===== config.mk =====
export PLATFORM = sky130hd
export DESIGN_NAME = uart_prog_loader
export DESIGN_NICKNAME = d
export VERILOG_FILES = /design/src/rtl/loader_pkg.sv /design/src/rtl/uart_rx_core.sv /design/src/rtl/uart_prog_loader.sv
export SDC_FILE = /design/constraint.sdc
export NUM_CORES = 1
export LEC_CHECK = 0
export ABC_AREA = 1
export CAP_MARGIN = 20
export CELL_PAD_IN_SITES_DETAIL_PLACEMENT = 0
export CELL_PAD_IN_SITES_GLOBAL_PLACEMENT = 1
export CORE_MARGIN = 4
export CORE_UTILIZATION = 33
export CTS_CLUSTER_DIAMETER = 120
export CTS_CLUSTER_SIZE = 12
export DETAILED_ROUTE_END_ITERATION = 8
export PLACE_DENSITY = 0.65
export SETUP_SLACK_MARGIN = 0.4
export SYNTH_ARGS = -nofsm -noshare
export SYNTH_HDL_FRONTEND = slang
export SYNTH_SLANG_ARGS = --single-unit

===== constraint.sdc =====
create_clock -name clk -period 2.4 [get_ports clk]
set_input_delay 0.48 -clock clk [delete_from_list [all_inputs] [get_ports clk]]
set_output_delay 0.48 -clock clk [all_outputs]
set_load 0.02 [all_outputs]

===== src/rtl/loader_pkg.sv =====
// loader_pkg: shared constants, loader state encoding and sizing helpers for the UART program loader
package loader_pkg;
   localparam logic [7:0] SYNC_BYTE = 8'hA5;
   typedef enum logic [1:0] {IDLE, DATA, CHK} state_t;
   function automatic int calc_div(input int clk_hz, input int baud);
      return clk_hz / baud;
   endfunction
   function automatic int calc_addr_w(input int depth);
      return $clog2(depth);
   endfunction
endpackage


===== src/rtl/uart_rx_core.sv =====
// uart_rx_core: 8N1 receiver with 2-FF synchroniser, mid-bit sampling and false-start rejection
module uart_rx_core #(
   parameter int DIV = 208
) (
   input  logic       clk,
   input  logic       rst_n,
   input  logic       rxd,
   output logic [7:0] data,
   output logic       byte_valid,
   output logic       frame_err
);
   localparam int CNT_W = $clog2(DIV);
   localparam logic [CNT_W-1:0] HALF = CNT_W'(DIV / 2 - 1);
   localparam logic [CNT_W-1:0] FULL = CNT_W'(DIV - 1);
   logic [1:0]       sync;
   logic             prev, active;
   logic [CNT_W-1:0] cnt;
   logic [3:0]       n;
   logic [7:0]       sh;
   // bit timer: n=0 start check, 1..8 data LSB first, 9 stop; idles again right after the stop sample
   always_ff @(posedge clk or negedge rst_n)
      if (!rst_n) begin
         sync       <= 2'b11;
         prev       <= 1'b1;
         active     <= 1'b0;
         cnt        <= '0;
         n          <= '0;
         sh         <= '0;
         data       <= '0;
         byte_valid <= 1'b0;
         frame_err  <= 1'b0;
      end else begin
         sync       <= {sync[0], rxd};
         prev       <= sync[1];
         byte_valid <= 1'b0;
         frame_err  <= 1'b0;
         if (!active) begin
            if (prev && !sync[1]) begin
               active <= 1'b1;
               cnt    <= HALF;
               n      <= '0;
            end
         end else if (cnt != '0)
            cnt <= cnt - 1'b1;
         else begin
            cnt <= FULL;
            n   <= n + 4'd1;
            if (n == 4'd0)
               active <= ~sync[1];
            else if (n < 4'd9)
               sh <= {sync[1], sh[7:1]};
            else begin
               active     <= 1'b0;
               data       <= sh;
               byte_valid <= sync[1];
               frame_err  <= ~sync[1];
            end
         end
      end
endmodule


===== src/rtl/uart_prog_loader.sv =====
// uart_prog_loader: frames A5 + DEPTH bytes from UART into program RAM, holding the CPU meanwhile
// UART_LOADER_CHECKSUM_EN adds a trailing 8-bit sum byte that must match the data bytes
module uart_prog_loader
   import loader_pkg::*;
#(
   parameter int CLK_HZ      = 24000000,
   parameter int BAUD        = 115200,
   parameter int DEPTH       = 16,
   parameter int TIMEOUT_CYC = 2400000,
   localparam int ADDR_W     = calc_addr_w(DEPTH)
) (
   input  logic              clk,
   input  logic              rst_n,
   input  logic              rxd,
   output logic              ram_we,
   output logic [ADDR_W-1:0] ram_addr,
   output logic [7:0]        ram_wdata,
   output logic              cpu_hold,
   output logic              busy,
   output logic              load_done,
   output logic              load_err
);
   localparam int GAP_W = $clog2(TIMEOUT_CYC + 1);
   logic [7:0]        data;
   logic              byte_valid, frame_err;
   state_t            state, state_n;
   logic [ADDR_W-1:0] idx, idx_n, addr_n;
   logic [7:0]        sum, sum_n, wdata_n;
   logic [GAP_W-1:0]  gap, gap_n;
   logic              fin, fin_n, we_n, done_n, err_n, last;
   uart_rx_core #(.DIV(calc_div(CLK_HZ, BAUD))) u_rx (
      .clk(clk), .rst_n(rst_n), .rxd(rxd),
      .data(data), .byte_valid(byte_valid), .frame_err(frame_err)
   );
   assign busy     = state != IDLE;
   assign cpu_hold = busy;
   assign last     = idx == ADDR_W'(DEPTH - 1);
   // registered FSM state, datapath and one-cycle strobes
   always_ff @(posedge clk or negedge rst_n)
      if (!rst_n) begin
         state     <= IDLE;
         idx       <= '0;
         sum       <= '0;
         gap       <= '0;
         fin       <= 1'b0;
         ram_we    <= 1'b0;
         ram_addr  <= '0;
         ram_wdata <= '0;
         load_done <= 1'b0;
         load_err  <= 1'b0;
      end else begin
         state     <= state_n;
         idx       <= idx_n;
         sum       <= sum_n;
         gap       <= gap_n;
         fin       <= fin_n;
         ram_we    <= we_n;
         ram_addr  <= addr_n;
         ram_wdata <= wdata_n;
         load_done <= done_n;
         load_err  <= err_n;
      end
   // framing: sync hunt, data writes, optional checksum, aborts on framing error or inter-byte gap
   always_comb begin
      state_n = state;
      idx_n   = idx;
      sum_n   = sum;
      gap_n   = gap + 1'b1;
      fin_n   = 1'b0;
      we_n    = 1'b0;
      addr_n  = ram_addr;
      wdata_n = ram_wdata;
      done_n  = 1'b0;
      err_n   = 1'b0;
      if (state == IDLE) begin
         gap_n = '0;
         if (byte_valid && data == SYNC_BYTE) begin
            state_n = DATA;
            idx_n   = '0;
            sum_n   = '0;
         end
      end else if (fin) begin
         state_n = IDLE;
         done_n  = 1'b1;
      end else if (frame_err || gap == GAP_W'(TIMEOUT_CYC)) begin
         state_n = IDLE;
         err_n   = 1'b1;
      end else if (byte_valid) begin
         gap_n = '0;
         if (state == DATA) begin
            we_n    = 1'b1;
            addr_n  = idx;
            wdata_n = data;
            sum_n   = sum + data;
            idx_n   = last ? idx : idx + 1'b1;
`ifdef UART_LOADER_CHECKSUM_EN
            state_n = last ? CHK : DATA;
`else
            fin_n   = last;
`endif
         end else begin
            state_n = IDLE;
            done_n  = data == sum;
            err_n   = data != sum;
         end
      end
   end
endmodule


Yosys cells after proc, flatten, opt, wreduce, memory -nomap -nowiden --
Cells that the tools add are included.
Operators by class: add/sub/neg operators 5, multiply operators 0, div/mod/pow operators 0, $lt $le $gt $ge 1, eq/ne operators 12, shift-type cells 0, multiplexer cells 62, bitwise logic cells 7, reduce and logical (&&, ||, !) cells 19
Operators with widths (number):
- $mux 22 | 4
- $mux 8 | 9
- $mux 4 | 10
- $mux 1 | 33
- $add 22x1->22 const B | 1
- $eq 22x22->1 const B | 1
- $mux 2 | 6
- $reduce_and 5->1 | 2
- $add 4x1->4 const B | 2
- $add 8x8->8 | 1
- $eq 8x8->1 | 1
- $eq 8x8->1 const B | 1
- $ne 8x8->1 | 1
- $reduce_and 4->1 | 2
- $reduce_bool 2->1 | 4
- $reduce_bool 8->1 | 1
- $sub 8x1->8 const B | 1
- $not 1->1 | 7
- $ne 2x1->1 const B | 3
- $reduce_and 6->1 | 1
- $eq 4x4->1 const B | 1
- $logic_not 4->1 | 1
- $lt 4x4->1 const B | 1
- $ne 2x2->1 const B | 2
- other kinds (9) | 10
Storage, ports and cells: register bits after elaboration 86, latch bits 0, bits in writable memories 0, ROM bits 0, input bits 3, output and inout port bits 17, word-level logic and storage cells 125, memories kept 0

Logic depth before layout (Yosys ltp) --
Gate-level depths: netlist of the first run.
depth after elaboration 7, gate-level depth with buffers 10, depth with buffers taken out 10

Modules after synthesis --
A second synthesis of the first run with hierarchy kept.
Second synthesis, totals: cell total of the unflattened synthesis 472, area total of the unflattened synthesis 3907.5 sq um
Modules (own cells, without submodules):
- uart_prog_loader | instances 1, cells an instance 288, area an instance 2265.9 sq um, seq. area each 1076.0 sq um
- uart_rx_core | instances 1, cells an instance 184, area an instance 1641.6 sq um, seq. area each 854.6 sq um

Least setup slack after synthesis of the first run --
No wires, ideal clock.
path type register to register, start register u_rx.cnt[0], end register u_rx.data[0], setup time 128 ps, data arrival time 1395 ps, data required time 2272 ps, slack 877 ps, cell stages (with the launch flop) 9, path buffers 0, period minus slack after synthesis 1523 ps, cells stage by stage dfrtp_1 > inv_1 > ha_1 > nand3_1 > nor2_2 > nand2_2 > inv_2 > nand2_2 > mux2_1
Between the ends: word-level cells in the longest chain between the ends 3
RTL lines:
- from (decl) | line uart_rx_core.sv:17 | logic [CNT_W-1:0] cnt;
- from (signal assigned) | line uart_rx_core.sv:44 | cnt <= cnt - 1'b1;
- $reduce_bool 8->1 | line uart_rx_core.sv:43 | end else if (cnt != '0)
- $not 1->1 (no line)
- $reduce_and 4->1 (no line)
- to (signal assigned) | line uart_rx_core.sv:54 | data <= sh;
- to (decl) | line uart_rx_core.sv:8 | output logic [7:0] data,
Every way passes these cells. A chain may end at the register's enable or synchronous reset.

Worst setup path in the final report of the first run --
start register ram_wdata[1], end output ram_wdata[1]
RTL lines:
- from (decl) | line uart_prog_loader.sv:17 | output logic [7:0] ram_wdata,
- from (signal assigned) | line uart_prog_loader.sv:59 | ram_wdata <= wdata_n;
No word-level cell between the ends.

==> results of run 1 <==
## state kept, by name (all words and copies together), names as in the netlist
name             flops
u_rx.prev            1
ram_addr             4
u_rx.data            8
u_rx.byte_valid      1
u_rx.sh              8
fin                  1
gap                 22
u_rx.sync            2
load_err             1
u_rx.active          1
state                1
u_rx.cnt             8
load_done            1
ram_wdata            8
idx                  4
u_rx.n               4
u_rx.frame_err       1
ram_we               1
## path summary, 6_finish.rpt
kind,endpoint,startpoint,slack (ns),depth (start not counted)
worst max-delay path,ram_wdata[1],ram_wdata[1],0.53,1
worst min-delay path,gap[11],rst_n,0.06,1
worst max register to register,u_rx.data[0],u_rx.cnt[0],0.60,8
worst min register to register,u_rx.sync[1],u_rx.sync[0],0.36,0
max in group asynchronous,gap[14],rst_n,1.79,2
min in group clk,u_rx.sync[1],u_rx.sync[0],0.36,0
## logic make-up after synthesis
| family | count (synthesis) | share of synthesized area, % |
|---|---|---|
| buffers and inverters | 66 | 7.25 |
| muxes | 1 | 0.306 |
| xor gates and xnor gates | 12 | 2.86 |
| adders and majority gates | 7 | 2.38 |
| AOI/OAI and AO/OA | 59 | 8.88 |
| and+or+nand+nor | 205 | 25.8 |
| DFF | 77 | 52.5 |
## power by group through the flow
stage	Clock [W]	Combinational, W	Sequential [W]
global placement	0	0.000341	0.00147
floorplan	0	0.000259	0.00146
CTS	0.000942	0.000349	0.00145
finish	0.000896	0.000341	0.00145
detailed placement	0	0.000350	0.00147
global route	0.00100	0.000405	0.00146
## cells in the mapped netlist (all sizes together), types with 2 or more instances
| cell type | number | area share, % |
|---|---|---|
| a21oi | 8 | 1.2 |
| or2 | 7 | 1.2 |
| dfstp | 3 | 2.1 |
| xnor2 | 5 | 1.2 |
| nor3 | 7 | 1.6 |
| o211ai | 3 | 0.61 |
| inv | 55 | 5.6 |
| nand4 | 12 | 2.6 |
| clkbuf | 2 | 0.20 |
| o21ai | 39 | 5.3 |
| nand2 | 100 | 11 |
| a31oi | 2 | 0.34 |
| dfrtp | 74 | 50 |
| nor2 | 53 | 5.8 |
| ha | 7 | 2.4 |
| xor2 | 7 | 1.7 |
| o22ai | 3 | 0.51 |
| nand3 | 22 | 3.3 |
| buf | 9 | 1.4 |
## layer usage
layer | share of wire (%) | vias to the layer above | GRT usage, %
met5 | 0 | - | 0
met4 | 0.74 | 0 | 2.96
met3 | 3.7 | 6 | 4.51
met2 | 44 | 28 | 19.9
met1 | 51 | 1275 | 18.1
li1 | - | 1420 | -
## worst reg2reg max path: cells and delay by family, from the launching register on
| family | cells | cell delay [ns] |
|---|---|---|
| adder cells (fa/ha/maj) | 1 | 0.15 |
| flip-flops | 1 | 0.39 |
| AND/OR/NAND/NOR | 4 | 0.56 |
| buffers and inverters | 2 | 0.23 |
| multiplexers | 1 | 0.37 |
## metrics by stage
step	utilization (%)	cell area (µm²)	instances
global route	38.7	4220	596
floorplan	-	3680	427
finish	38.7	4220	596
detailed placement	37.0	4030	580
CTS	38.7	4210	596
global placement	37.0	4030	580
## repair_timing
item	in CTS	in global routing
setup buffers	0	0
gates resized for setup	1	3
setup endpoints to repair	2	14
## area by class of cell
cell class	count	area share (%)
well taps	140	4.15
clock buffers	11	3.35
multi-input cells	284	35.2
flip-flops and latches	77	45.8
clock inverters	5	0.860
repair buffers	24	5.75
inverters	55	4.89
## cell usage in the layout, fill, tap and decap left out, types with 2 or more instances in the layout
cell             count
clkdlybuf4s50_1     16
nand3_2              2
a21oi_1              7
nand2_1             94
or2_2                2
nand4_1             10
dfrtp_1             73
nor3_4               2
nand2_2              6
buf_4                5
nand3_1             20
xnor2_1              5
or2_1                5
xor2_1               7
nor2_2               5
ha_1                 7
inv_1               46
nor3_1               5
o21ai_1             25
inv_2                9
clkbuf_8            10
o22ai_1              3
dfstp_2              3
nor2_1              47
clkinv_4             2
dlymetal6s2s_1       2
clkinv_2             2
o21ai_0             14
a31oi_1              2
o211ai_1             3
==> results.cfg, run 1 <==
[power]
powerDensity_mw_per_mm2 = 636
p_int_w = 0.00193
power_frac_comb_pct = 12.7
switching_share_pct = 28.1
p_leak_nw = 1.97
finalPower_w = 0.00268
seqPwrFrac_pct = 53.9
net-switching-power_w = 0.000755
irDropWorstVdd_mv = 0.441
pwr-share-clk_pct = 33.4

[synthesis]
synth-edff-count = 0
ys_seq_area_share_pct = 52.5
yosys_most_used_dff = dfrtp_1
syn_inst = 427
synth_area_mm2 = 0.00368
ys_seq_elements = 77
ys_async_sr_fraction_pct = 100
yosys_warnings = 0
synth_area_per_cell_um2 = 8.61
syn-num-nets = 437
yosysUniqueCellTypes = 41

[layout]
seq_area_mm2 = 0.00193
final_nets = 461
fillers = 1130
drive_gt1_share_pct = 12.1
multi_input_area_mm2 = 0.00149
syn2layout_area_growth_pct = 14.7
n_antenna_cell = 0

[setup_path]
crit_path_top_delay_cell = clkdlybuf4s50_1
start_kind = flip-flop
end_kind = primary output
slowest_delay_ns = 0.63
crit_fanout = 2
crit_type = reg -> out
path_cells = clkdlybuf4s50_1
required_ns = 1.92
critPathArrivalTime_ns = 1.39
critPathTopFamily = buffers and inverters
path_buf_inv = 1

[sta]
post-route-min-period_ns = 1.87
fmax_ghz = 0.534
worst_hold_slack_ns = 0.0591
setup_slack_ns = 0.527
setup_violations = 0
period_share_pct = 78.1
slew_headroom_pct = 69.7
worst_pin_slew_ns = 0.451
fin_tns_setup_ns = 0
rsz0062_at_grt = false
slew_viol_final = 0
finalHoldViolCount = 0
clock_skew_ns = 0.00751

[die]
core_mm2 = 0.0109
pin_count = 20
dieArea_mm2 = 0.0129
die_w_um = 114
dieHeight_um = 114
initial_core_util_pct = 33.8
rows = 38

[global_routing]
grt_pass1_vias = 2790
grt_usage_pct = 13.1
grt_max_degree = 37
grt-ovfl-total = 0
grt_pass1_wl_um = 13600
antenna_found_initial = 0

[place]
place.gp.congestion = 0.793
place_hpwl_um = 5510
io_buffers = 19
post-place-ws_ns = 0.503

[clock_tree]
worstSkewPairLatency_ns = 0.35
cts-root-buf = clkbuf_8
cts.clk_slew.worst_paths_ns = 0.08
cts_tree = yes
h-tree-depth = 3
clk_path_buf_depth = 2
cts_buffers = 9
ctsHoldBuffers = 0
cts_sinks = 77

[hold_path]
hp-class = in -> async

[route]
drt-total-wl_um = 7610
dr.pass1.iters = 5
drtIter0Drc = 151
wl_per_cell_um = 12.8
vias = 2729
drc = 0
avgViaCountPerCell = 4.58
ant_nets = 0

[status]
outcome = finished, final reports clean

[job]
cap_violations = 0
Note: power is estimated with default switching activity, not from simulation.
==> run 2, diff against run 1 <==
--- a/config.mk
+++ b/config.mk
@@ -14,7 +14,7 @@
 export CTS_CLUSTER_DIAMETER = 120
 export CTS_CLUSTER_SIZE = 12
 export DETAILED_ROUTE_END_ITERATION = 8
-export PLACE_DENSITY = 0.65
+export PLACE_DENSITY = 0.67
 export SETUP_SLACK_MARGIN = 0.4
 export SYNTH_ARGS = -nofsm -noshare
 export SYNTH_HDL_FRONTEND = slang
==> constraint.sdc (replaced) <==
create_clock -name clk -period 1.7 [get_ports clk]
set_input_delay 0.34 -clock clk [delete_from_list [all_inputs] [get_ports clk]]
set_output_delay 0.34 -clock clk [all_outputs]
set_load 0.02 [all_outputs]
==> run 2 against run 1 <==
Compared with the run above: via count is 14% higher; critical path type is now reg -> reg; setup slack got worse by 0.50 ns; clock power rose by 65%; largest cell class is now multi-input combinational cells; first-iteration DRC count increased by 11%; total power rose by 77%.
==> results.cfg, run 2 (synthesized netlist as in run 1, its figures left out) <==
[status]
outcome = finished, final reports clean

[layout]
final_common_cell = dfrtp_1
post-route-util_pct = 50.4
final_nets = 525
fin_cells = 660
largest_reg_flops = 22
final_cell_mix = dfrtp_1, nand2_1, inv_1
design_area_mm2 = 0.00549
drive_gt1_share_pct = 45.6
syn2layout_area_growth_pct = 49.2
n_antenna_cell = 0
largest-register = gap

[global_routing]
antenna_found_initial = 0
grt_pass1_vias = 3023
grt_pass1_wl_um = 14800
grt_usage_pct = 14.3
grt_max_degree = 45
grt-ovfl-total = 0

[place]
io_buffers = 19
placedCellCount = 594
place.gp.congestion = 0.790
dpl_cell_area_mm2 = 0.00423
place_hpwl_um = 5550

[clock_tree]
clk_path_buf_depth = 2
worstSkewPairLatency_ns = 0.36
cts-root-buf = clkbuf_8
cts_tree = yes
cts.clk_slew.worst_paths_ns = 0.09
cts_sinks = 77
cts_buffers = 9
h-tree-depth = 3

[die]
core_mm2 = 0.0109
pin_count = 20
initial_core_util_pct = 33.8
dieArea_mm2 = 0.0129
die_w_um = 114
dieHeight_um = 114
rows = 38

[setup_path]
critPathArrivalTime_ns = 1.97
crit_fanout = 8
end_kind = flip-flop
start_kind = flip-flop
worstSetupStartpoint = gap[1]
crit_type = reg -> reg
required_ns = 2.00
r2r-start = gap[1]

[sta]
finalHoldViolCount = 0
slew_viol_final = 0
setup_violations = 0
slew_headroom_pct = 77.0
period_share_pct = 98.2
clock_skew_ns = 0.0112
fmax_ghz = 0.599
worst_pin_slew_ns = 0.342
rsz0062_at_grt = true
post-route-min-period_ns = 1.67

[hold_path]
hold_start = u_rx.sync[0]
hp-class = reg -> reg

[power]
finalPower_w = 0.00474
irDropWorstVdd_mv = 0.690
p_leak_nw = 2.48
powerDensity_mw_per_mm2 = 864

[route]
vias = 3121
wl_per_cell_um = 14.2
drtIter0Drc = 168
drc = 0
dr.pass1.iters = 4
drt-total-wl_um = 9340
ant_nets = 0
avgViaCountPerCell = 4.73

[job]
cap_violations = 0
==> run 2: changes by cell type in the layout (fill, tap and decap cells not counted), moves of 9 or more <==
cell	previous run	this run
nand2_1	94	68
inv_1	46	36
o21ai_1	25	16
buf_6	0	33
clkdlybuf4s50_1	16	1
o21ai_0	14	4
nand2_4	0	12
nor2_4	1	12
buf_4	5	33
nand2_2	6	19
nor2_1	47	29
o21ai_2	0	19
==> run 2: area by class of cell <==
class                      count  area, µm²
multi-input combinational    285       2040
tap                          140        175
sequential                    77       1930
clock inverter                 5       57.6
fill                         984       5400
inverter                      55        226
timing repair buffer          87        907
clock buffer                  11        151
==> run 2: path summary, 6_finish.rpt <==
| path | end | slack (ns) | cells past startpoint |
|---|---|---|---|
| worst min-delay path | u_rx.sync[1] | 0.36 | 0 |
| min in group asynchronous | gap[15] | 0.48 | 3 |
| worst max-delay path | gap[8] | 0.03 | 10 |
| max in group asynchronous | u_rx.sync[0] | 0.92 | 3 |
| worst min register to register | u_rx.sync[1] | 0.36 | 0 |
| worst max register to register | gap[8] | 0.03 | 10 |
==> run 2: power by group <==
group	internal [W]	leakage (nW)	total [W]	switching (W)
Combinational	0.000621	1.33	0.00120	0.000579
Sequential	0.00196	1.04	0.00206	0.000101
Clock	0.000761	0.110	0.00148	0.000717
==> run 2: stage by stage <==
step	hold slack [ns]	TNS, ns	worst slack [ns]
finish	0.363	0	0.0314
global route	0.367	-0.352	-0.0709
CTS	0.362	0	0.0455
detailed placement	0.331	-0.0815	-0.0341
global placement	0.329	0	0.0478
floorplan	0.0444	0	0.259
==> run 2: per-layer routing <==
| layer | up-vias | wire length [µm] | track usage, % |
|---|---|---|---|
| met3 | 14 | 344 | 4.46 |
| li1 | 1560 | - | - |
| met2 | 50 | 4580 | 22.9 |
| met4 | 0 | 89 | 3.53 |
| met1 | 1497 | 4330 | 19.0 |
| met5 | - | 0 | 0 |
==> run 2: repair_timing <==
action | 4_1_cts | 5_1_grt
setup buffers | 22 | 23
endpoints found under the setup margin | 85 | 80
gates cloned | 3 | 1
hold buffers | 1 | 0
hold endpoints to repair | 74 | 0
pin swaps | 16 | 45
resized for setup | 118 | 142
==> run 2: worst max-delay path, cell delays in order (launching register included) <==
cell	delay, ns
dfrtp_1	0.41
buf_6	0.14
inv_4	0.05
ha_4	0.13
nand3_4	0.06
nor2_4	0.13
nand3_4	0.09
nand4_4	0.18
nand2_4	0.12
or2_1	0.24
inv_1	0.06
